[src/rtl/grid_pos_bcd_display.sv]
// grid_pos_bcd_display: double-dabble BCD conversion of grid X/Y, time-multiplexed onto the board LEDs.
// Build option GRID_DISP_DEFER_EN: a change seen while showing waits for the hold counter to wrap.
module grid_pos_bcd_display #(
  parameter int HOLD_CYCLES = 50_000_000,
  parameter int W           = 7
) (
  input  logic         clk,
  input  logic         rst_n,
  input  logic [W-1:0] final_x,
  input  logic [W-1:0] final_y,
  output logic [11:0]  bcd_x,
  output logic [11:0]  bcd_y,
  output logic         valid,
  output logic         busy,
  output logic [7:0]   led,
  output logic         led_hund,
  output logic         led_axis
);

  // state  | meaning
  // IDLE   | no conversion committed yet, waiting for a start
  // CONV_X | shifting snap_x through the BCD scratch, one bit per cycle
  // CONV_Y | same for snap_y
  // COMMIT | publish both results, restart display on X
  // SHOW   | alternate X/Y on the LEDs every HOLD_CYCLES
  typedef enum logic [2:0] {
    IDLE   = 3'd0,
    CONV_X = 3'd1,
    CONV_Y = 3'd2,
    COMMIT = 3'd3,
    SHOW   = 3'd4
  } state_t;

  localparam int HW = (HOLD_CYCLES > 2) ? $clog2(HOLD_CYCLES) : 1;
  localparam logic [HW-1:0] HOLD_LAST = HW'(HOLD_CYCLES - 1);
  localparam logic [2:0]    BIT_LAST  = 3'(W - 1);

  state_t        state_q, state_d;
  logic [W-1:0]  snap_x_q, snap_x_d;
  logic [W-1:0]  snap_y_q, snap_y_d;
  logic          pending_q, pending_d;
  logic [W-1:0]  bin_q, bin_d;
  logic [11:0]   scr_q, scr_d;
  logic [2:0]    bit_q, bit_d;
  logic [11:0]   res_x_q, res_x_d;
  logic [11:0]   bcd_x_q, bcd_x_d;
  logic [11:0]   bcd_y_q, bcd_y_d;
  logic          valid_q, valid_d;
  logic [HW-1:0] hold_q, hold_d;
  logic          axis_q, axis_d;
  logic [7:0]    led_q, led_d;
  logic          led_hund_q, led_hund_d;
`ifdef GRID_DISP_DEFER_EN
  logic          defer_q, defer_d;
`endif

  logic          diff;
  logic          wrap;
  logic          start;
  logic [11:0]   scr_adj;
  logic [11:0]   scr_step;

  function automatic logic [11:0] dd_adj(input logic [11:0] s);
    logic [11:0] r;
    r = s;
    for (int i = 0; i < 3; i++) begin
      if (s[i*4 +: 4] >= 4'd5) r[i*4 +: 4] = s[i*4 +: 4] + 4'd3;
    end
    return r;
  endfunction

  assign diff     = {final_x, final_y} != {snap_x_q, snap_y_q};
  assign wrap     = (hold_q == HOLD_LAST);
  assign scr_adj  = dd_adj(scr_q);
  assign scr_step = (scr_adj << 1) | {11'd0, bin_q[W-1]};

  always_comb begin
    state_d    = state_q;
    snap_x_d   = snap_x_q;
    snap_y_d   = snap_y_q;
    pending_d  = pending_q;
    bin_d      = bin_q;
    scr_d      = scr_q;
    bit_d      = bit_q;
    res_x_d    = res_x_q;
    bcd_x_d    = bcd_x_q;
    bcd_y_d    = bcd_y_q;
    valid_d    = valid_q;
    hold_d     = hold_q;
    axis_d     = axis_q;
    led_d      = led_q;
    led_hund_d = led_hund_q;
    start      = 1'b0;
`ifdef GRID_DISP_DEFER_EN
    defer_d    = defer_q;
`endif

    case (state_q)
      IDLE: begin
        start = pending_q || diff;
      end

      CONV_X: begin
        scr_d = scr_step;
        bin_d = bin_q << 1;
        if (bit_q == 3'd0) begin
          res_x_d = scr_step;
          bin_d   = snap_y_q;
          scr_d   = '0;
          bit_d   = BIT_LAST;
          state_d = CONV_Y;
        end else begin
          bit_d = bit_q - 3'd1;
        end
      end

      CONV_Y: begin
        scr_d = scr_step;
        bin_d = bin_q << 1;
        if (bit_q == 3'd0) begin
          state_d = COMMIT;
        end else begin
          bit_d = bit_q - 3'd1;
        end
      end

      COMMIT: begin
        bcd_x_d    = res_x_q;
        bcd_y_d    = scr_q;
        valid_d    = 1'b1;
        axis_d     = 1'b0;
        hold_d     = '0;
        led_d      = res_x_q[7:0];
        led_hund_d = res_x_q[8];
        if (diff) pending_d = 1'b1;
        state_d    = SHOW;
      end

      SHOW: begin
        if (wrap) begin
          hold_d = '0;
          axis_d = ~axis_q;
        end else begin
          hold_d = hold_q + 1'b1;
        end
        led_d      = axis_d ? bcd_y_q[7:0] : bcd_x_q[7:0];
        led_hund_d = axis_d ? bcd_y_q[8]   : bcd_x_q[8];
`ifdef GRID_DISP_DEFER_EN
        // a change seen here only waits for the current axis to finish its hold
        start = pending_q || (wrap && (defer_q || diff));
        if (!start && diff) defer_d = 1'b1;
`else
        start = pending_q || diff;
`endif
      end

      default: begin
        state_d = IDLE;
      end
    endcase

    if (start) begin
      snap_x_d  = final_x;
      snap_y_d  = final_y;
      pending_d = 1'b0;
      bin_d     = final_x;
      scr_d     = '0;
      bit_d     = BIT_LAST;
      state_d   = CONV_X;
`ifdef GRID_DISP_DEFER_EN
      defer_d   = 1'b0;
`endif
    end
  end

  always_ff @(posedge clk or negedge rst_n) begin
    if (!rst_n) begin
      state_q    <= IDLE;
      snap_x_q   <= '0;
      snap_y_q   <= '0;
      pending_q  <= 1'b1;
      bin_q      <= '0;
      scr_q      <= '0;
      bit_q      <= '0;
      res_x_q    <= '0;
      bcd_x_q    <= '0;
      bcd_y_q    <= '0;
      valid_q    <= 1'b0;
      hold_q     <= '0;
      axis_q     <= 1'b0;
      led_q      <= '0;
      led_hund_q <= 1'b0;
`ifdef GRID_DISP_DEFER_EN
      defer_q    <= 1'b0;
`endif
    end else begin
      state_q    <= state_d;
      snap_x_q   <= snap_x_d;
      snap_y_q   <= snap_y_d;
      pending_q  <= pending_d;
      bin_q      <= bin_d;
      scr_q      <= scr_d;
      bit_q      <= bit_d;
      res_x_q    <= res_x_d;
      bcd_x_q    <= bcd_x_d;
      bcd_y_q    <= bcd_y_d;
      valid_q    <= valid_d;
      hold_q     <= hold_d;
      axis_q     <= axis_d;
      led_q      <= led_d;
      led_hund_q <= led_hund_d;
`ifdef GRID_DISP_DEFER_EN
      defer_q    <= defer_d;
`endif
    end
  end

  assign bcd_x    = bcd_x_q;
  assign bcd_y    = bcd_y_q;
  assign valid    = valid_q;
  assign busy     = (state_q == CONV_X) || (state_q == CONV_Y);
  assign led      = led_q;
  assign led_hund = led_hund_q;
  assign led_axis = axis_q;

endmodule

[config.mk]
export PLATFORM = sky130hd
export DESIGN_NAME = grid_pos_bcd_display
export DESIGN_NICKNAME = d
export VERILOG_FILES = /design/src/rtl/grid_pos_bcd_display.sv
export SDC_FILE = /design/constraint.sdc
export NUM_CORES = 1
export LEC_CHECK = 0
export CAP_MARGIN = 40
export CORE_AREA = 2 2 136 85
export DETAILED_ROUTE_END_ITERATION = 16
export DIE_AREA = 0 0 138 87
export MAX_ROUTING_LAYER = met4
export PLACE_DENSITY = 0.73
export SLEW_MARGIN = 40
export SYNTH_ARGS = -nofsm -noshare
export SYNTH_HDL_FRONTEND = slang
export SYNTH_SLANG_ARGS = --single-unit
export TNS_END_PERCENT = 5
[constraint.sdc]
create_clock -name clk -period 2.3 [get_ports clk]
set_clock_uncertainty 0.15 [all_clocks]
set_input_delay 0.46 -clock clk [delete_from_list [all_inputs] [get_ports clk]]
set_output_delay 0.46 -clock clk [all_outputs]
set_load 0.03 [all_outputs]
==> results.sh, run 1 <==
export IMPL_status="complete, but fails checks"
export IMPL_violations="negative setup slack"
export IMPL_die_w_um=138
export IMPL_synthTopCellsByArea="dfrtp_1 (50%), nand2_1 (6.3%), mux2_2 (3.2%)"
export IMPL_crit_cells=6
export IMPL_relSlewSlack=0.613
export IMPL_routedWlPerCell_um=17.7
export IMPL_dp_slack_ns=-0.263
export IMPL_cts_inserted_buffers=17
export IMPL_ys_warn_count=0
export IMPL_p_clk_frac=0.306
export IMPL_die_y_um=87
export IMPL_avgViaCountPerCell=5.97
export IMPL_critPathArrivalTime_ns=2.44
export IMPL_finalCriticalPeriod_ns=2.30
export IMPL_synth_seq_cells=113
export IMPL_grt_pass1_vias=4534
export IMPL_critPathMaxFanout=39
export IMPL_cts_sinks=113
export IMPL_rows=30
export IMPL_fillers=853
export IMPL_ir_worst_vdd_mv=0.937
export IMPL_diodes=0
export IMPL_internal_power_mw=5.13
export IMPL_yosysSeqAreaShare=0.507
export IMPL_switching_share=0.373
export IMPL_slew_viol_final=0
export IMPL_place_congestion=0.847
export IMPL_syn_area_per_cell_um2=9.89
export IMPL_ant_nets=0
export IMPL_gr_usage_met3=0.0775
export IMPL_p_switching_mw=3.05
export IMPL_rsz0062_at_grt="true"
export IMPL_ctsRootBufferMaster="clkbuf_16"
export IMPL_max_freq_ghz=0.434
export IMPL_hold_depth=2
export IMPL_worst_pin_slew_ns=0.576
export IMPL_worst_path_buf_inv=1
export IMPL_drc=0
export IMPL_yosys_most_used_dff="dfrtp_1"
export IMPL_core_region_area_mm2=0.0109
export IMPL_ios=52
export IMPL_grt_max_degree=44
export IMPL_drive_gt1_frac=0.174
export IMPL_setup_ws_ns=-0.00319
export IMPL_clkSlewWorstSetupHoldPaths_ns=0.06
export IMPL_antenna_found_initial=0
export IMPL_reg2reg_depth=6
export IMPL_drt_wl_total_mm=14.1
export IMPL_worstSetupPathType="reg2reg"
export IMPL_hpwl_mm=9.39
export IMPL_die_area_mm2=0.0120
export IMPL_syn_num_nets=589
export IMPL_busiest_layer="met2"
export IMPL_hold_ws_ns=0.330
export IMPL_yosysTopAreaCell="dfrtp_1"
export IMPL_cts_tree="done"
export IMPL_synth_edff_count=0
export IMPL_synth_cell_types=52
export IMPL_cp_start_kind="flip-flop"
export IMPL_met2_usage=0.383
export IMPL_async_flop_share=1.00
export IMPL_p_leak_nw=3.14
export IMPL_ctsHtreeMaxLevel=4
export IMPL_maxCapViolCount=0
export IMPL_fin_crit_sh=1.00
export IMPL_cts_max_path_buffers=2
export IMPL_nNetsFinal=670
export IMPL_hold_path_class="reg2reg"
export IMPL_first_pass_iters=6
export IMPL_vias=4784
export IMPL_cpPeakStageDelay_ns=0.55
export IMPL_power_frac_seq=0.339
export IMPL_drtIter0Drc=460
export IMPL_finalSetupViolCount=1
export IMPL_crit_slowest_cell="or4_4"
export IMPL_use_met1=0.343
export IMPL_synth_cells=564
export IMPL_overflow=0
export IMPL_portBuffers=51
export IMPL_path_cells="or4_4, nor4_4, a21oi_4, buf_12, a221oi_1, o21ai_1"
export IMPL_clkLatencyLatePin_ns=0.42
export IMPL_hold_violations=0
export IMPL_areaGrowthSynthToFinish_pct=27.8
export IMPL_yosysTopAreaCellShare=0.503
export IMPL_start_util=0.512
export IMPL_required_ns=2.43
export IMPL_grtUsageTotal=0.255
export IMPL_p_comb_frac=0.356
export IMPL_synth_cell_area_mm2=0.00558
export IMPL_worstSetupEndpointType="flip-flop"
export IMPL_critPathTopFamily="simple AND/OR/NAND/NOR gates"
export IMPL_grt_pass1_wl_mm=23.5
export IMPL_p_per_area_mw_per_mm2=1150
[power groups by stage]
stage / clock network [mW] / logic [mW] / registers [mW]
2_1_floorplan: 0 / 1.52 / 3.03
3_3_place_gp: 0 / 2.72 / 2.74
3_5_place_dp: 0 / 2.79 / 2.76
4_1_cts: 2.53 / 2.85 / 2.74
5_1_grt: 2.64 / 3.13 / 2.82
6_report: 2.50 / 2.91 / 2.77
[worst min-delay path: stages, from the launching register on]
cell and delay, ns:
dfrtp_1 0.35, nand2_1 0.06, nand2_1 0.05
[area by class of cell]
cell class / instances / area (µm²) / share of cell area
tap: 144 / 180 / 0.0253
clock buffer: 22 / 484 / 0.0680
clock inverter: 9 / 82.6 / 0.0116
sequential: 113 / 2830 / 0.397
inverter: 22 / 82.6 / 0.0116
timing repair buffer: 94 / 893 / 0.125
multi-input combinational: 397 / 2570 / 0.361
[timing repair]
item,CTS,global route
endpoints found under the setup margin,5,14
setup buffers,0,1
pin swaps,1,2
resized for setup,3,8
hold buffers,1,0
endpoints found under the hold margin,31,0
[flip-flops by register name, summed over array words and instances, names as in the netlist, 7 cells and up]
name and flops:
hold_q 26, bcd_x 12, bcd_y 12, res_x_q 12, scr_q 12, led 8, bin_q 7, snap_x_q 7
snap_y_q 7
[logic make-up (layout without fill, tap and decap cells)]
logic type | count (synthesis) | count (layout) | synth area share
AND/OR/NAND/NOR | 185 | 185 | 0.162
AO/OA/AOI/OAI | 163 | 163 | 0.196
flip-flops | 113 | 113 | 0.507
buffers and inverters | 54 | 147 | 0.0431
multiplexers | 21 | 21 | 0.0413
XOR/XNOR | 19 | 19 | 0.0298
adder cells (fa/ha/maj) | 9 | 9 | 0.0202
[Yosys cell counts, types with 2 or more instances]
library cell	count
mux2_2	16
nor3b_1	3
o211ai_1	12
nand2b_1	10
nand3_1	15
o21ai_0	24
nor2_1	19
a21o_1	4
and4_1	3
o22ai_1	2
clkbuf_1	21
mux2i_1	5
o32ai_1	3
a21oi_1	33
nor4_1	5
a31oi_1	19
a31o_2	3
xor2_1	13
xnor2_1	6
a22o_1	3
nor2b_1	4
a22oi_1	15
inv_1	21
or4_1	2
nand2_1	93
o21a_1	3
nand4_1	9
nor3_1	6
buf_4	2
a32o_1	6
o21ai_1	9
buf_6	3
a221oi_1	18
ha_1	9
dfrtp_1	112
and3_1	8
a41oi_1	5
buf_2	6
[final timing paths]
path                              from           to  slack (ns)
setup / recovery             hold_q[8]       led[2]      -0.003
hold / removal             res_x_q[11]    bcd_x[11]        0.33
setup reg to reg             hold_q[8]       led[2]      -0.003
hold reg to reg            res_x_q[11]    bcd_x[11]        0.33
max in group asynchronous        rst_n    pending_q        0.99
min in group asynchronous        rst_n  snap_x_q[5]        0.39
[through the flow]
stage / cell area (µm²) / total power [mW] / TNS (ns) / instances / util
after global routing: 7130 / 8.59 / -0.879 / 801 / 0.655
after detailed placement: 6480 / 5.56 / -5.62 / 768 / 0.596
after global placement: 6480 / 5.46 / -5.61 / 768 / 0.596
final: 7130 / 8.18 / -0.00319 / 801 / 0.655
after CTS: 7070 / 8.12 / 0 / 800 / 0.649
after floorplan: 5580 / 4.55 / 0 / 564 / -
[placed cells by master (no fill, tap or decap), types with 4 or more instances in the layout]
master           count
a21o_1               4
xor2_1              13
a31oi_1             19
and3_1               7
a221oi_1            11
xnor2_1              6
clkbuf_16           17
a32o_1               6
o21ai_1              9
nand2_1             93
buf_12               5
nor3_1               6
a221oi_2             7
a21oi_1             33
clkdlybuf4s50_1     49
buf_4               39
ha_1                 9
o21ai_0             24
clkinv_2             4
mux2i_1              5
o211ai_1            12
nand2b_1             9
nand3_1             15
a41oi_1              5
nand4_1              9
clkbuf_8             4
nor2_1              18
inv_1               20
a22oi_1             15
nor2b_1              4
nor4_1               4
dfrtp_1            112
mux2_2              16
[per-layer routing]
metal	up-vias	wire (µm)
met5	-	0
li1	2235	-
met4	0	104
met1	2371	6660
met2	164	6540
met3	14	840
Note: power is estimated with default switching activity, not from simulation.
==> run 2: changes to the inputs <==
- clock period: 2.3 -> 2.65 ns (I/O delays scaled with it)
==> run 2 against run 1 <==
  * The run now ends clean
  * Final area down 2.0%
  * Die area unchanged
  * Via count down 1.8%
  * Hold slack worse by 0.0085 ns
  * Critical path type is now reg2out
  * Highest routed layer unchanged
==> results.sh, run 2 (synthesized netlist as in run 1, its figures left out) <==
export IMPL_status="completed"
export IMPL_antenna_found_initial=0
export IMPL_layout_commonest_cell="dfrtp_1"
export IMPL_die_y_um=87
export IMPL_largest_reg_flops=26
export IMPL_core_region_area_mm2=0.0109
export IMPL_drtIter0Drc=556
export IMPL_p_comb_frac=0.331
export IMPL_grt_max_degree=54
export IMPL_place_congestion=0.846
export IMPL_final_cell_mix="dfrtp_1 (112), nand2_1 (93), clkdlybuf4s50_1 (49)"
export IMPL_relSlewSlack=0.643
export IMPL_routedWlPerCell_um=16.9
export IMPL_met2_usage=0.366
export IMPL_worstSetupEndpointType="output port"
export IMPL_switching_share=0.360
export IMPL_drive_gt1_frac=0.139
export IMPL_internal_power_mw=4.63
export IMPL_worstSetupPathType="reg2out"
export IMPL_cts_inserted_buffers=17
export IMPL_finalCriticalPeriod_ns=2.44
export IMPL_slew_viol_final=0
export IMPL_ir_worst_vdd_mv=0.573
export IMPL_rsz0062_at_grt="false"
export IMPL_ctsRootBufferMaster="clkbuf_16"
export IMPL_critPathMaxFanout=8
export IMPL_max_freq_ghz=0.411
export IMPL_p_switching_mw=2.61
export IMPL_p_clk_frac=0.338
export IMPL_required_ns=1.97
export IMPL_die_w_um=138
export IMPL_grt_pass1_wl_mm=22.8
export IMPL_critPathArrivalTime_ns=1.76
export IMPL_ant_nets=0
export IMPL_ios=52
export IMPL_rows=30
export IMPL_hpwl_mm=8.99
export IMPL_finalSetupViolCount=0
export IMPL_portBuffers=51
export IMPL_maxCapViolCount=0
export IMPL_use_met1=0.340
export IMPL_overflow=0
export IMPL_power_frac_seq=0.331
export IMPL_avgViaCountPerCell=5.97
export IMPL_postCtsSetupRepairBufs=0
export IMPL_first_pass_iters=5
export IMPL_gr_usage_met3=0.0588
export IMPL_busiest_layer="met2"
export IMPL_p_leak_nw=3.07
export IMPL_vias=4696
export IMPL_finalNonFillerCells=786
export IMPL_areaGrowthSynthToFinish_pct=25.2
export IMPL_fin_crit_sh=0.919
export IMPL_cts_max_path_buffers=2
export IMPL_dp_cells=753
export IMPL_hold_path_class="reg2reg"
export IMPL_ctsHtreeMaxLevel=4
export IMPL_start_util=0.512
export IMPL_drc=0
export IMPL_fin_setup_tns_ns=0
export IMPL_cp_start_kind="flip-flop"
export IMPL_nNetsFinal=654
export IMPL_grt_pass1_vias=4523
export IMPL_drt_wl_total_mm=13.3
export IMPL_worst_pin_slew_ns=0.531
export IMPL_die_area_mm2=0.0120
export IMPL_diodes=0
export IMPL_p_per_area_mw_per_mm2=1040
export IMPL_cts_sinks=113
export IMPL_top_register="hold_q"
export IMPL_hold_violations=0
export IMPL_clkSlewWorstSetupHoldPaths_ns=0.05
export IMPL_grtUsageTotal=0.246
export IMPL_cts_tree="done"
export IMPL_clkLatencyLatePin_ns=0.42
-- run 2: final cells by class --
cell class / instances / area, µm²
clock buffer: 19 / 453
clock inverter: 13 / 185
inverter: 22 / 82.6
fill: 851 / 3900
tap: 144 / 180
timing repair buffer: 78 / 736
multi-input combinational: 397 / 2520
sequential: 113 / 2830
-- run 2: power groups by stage --
| stage | registers, mW | clock network [mW] | logic (mW) |
|---|---|---|---|
| global placement | 2.39 | 0 | 2.31 |
| detailed placement | 2.41 | 0 | 2.37 |
| global route | 2.44 | 2.56 | 2.62 |
| finish | 2.40 | 2.44 | 2.39 |
| CTS | 2.39 | 2.47 | 2.40 |
| floorplan | 2.63 | 0 | 1.32 |
-- run 2: worst max-delay path, stage by stage, from the launching register on --
cell	delay (ns)
dfrtp_1	0.46
nand2b_1	0.27
a21o_1	0.21
inv_1	0.24
buf_12	0.16
-- run 2: final timing paths --
path                       depth (start not counted)     endpoint       start  slack (ns)
setup reg to reg                                   6       led[1]  hold_q[11]        0.25
setup / recovery                                   4         busy  state_q[0]        0.21
hold / removal                                     1   hold_q[25]  hold_q[25]        0.32
min in group asynchronous                          2  snap_y_q[2]       rst_n        0.48
max in group asynchronous                          3       led[7]       rst_n        1.15
hold reg to reg                                    1   hold_q[25]  hold_q[25]        0.32
-- run 2: repair_timing --
action,CTS,global route
endpoints found under the hold margin,36,0
hold buffers,1,0
resized for setup,0,0
-- run 2: metrics by stage --
stage / hold slack, ns / setup slack (ns) / power, mW / instance area [µm²] / util
after detailed placement: 0.309 / -0.0864 / 4.78 / 6330 / 0.582
after global routing: 0.351 / 0.0553 / 7.62 / 6980 / 0.641
after CTS: 0.325 / 0.206 / 7.25 / 6980 / 0.641
after floorplan: 0.0844 / 0.387 / 3.95 / 5580 / -
final: 0.321 / 0.215 / 7.23 / 6980 / 0.641
after global placement: 0.303 / 0.0501 / 4.70 / 6330 / 0.582
-- run 2: per-layer routing --
layer,vias to the layer above,routed length (µm)
met5,-,0
met2,190,5900
met4,0,119
met3,16,851
li1,2206,-
met1,2284,6440
==> run 3: changes to the inputs <==
- ABC_CLOCK_PERIOD_IN_PS: unset -> 2650
==> results of run 3 <==
Final layout, timing and power as in run 2 (identical DEF).
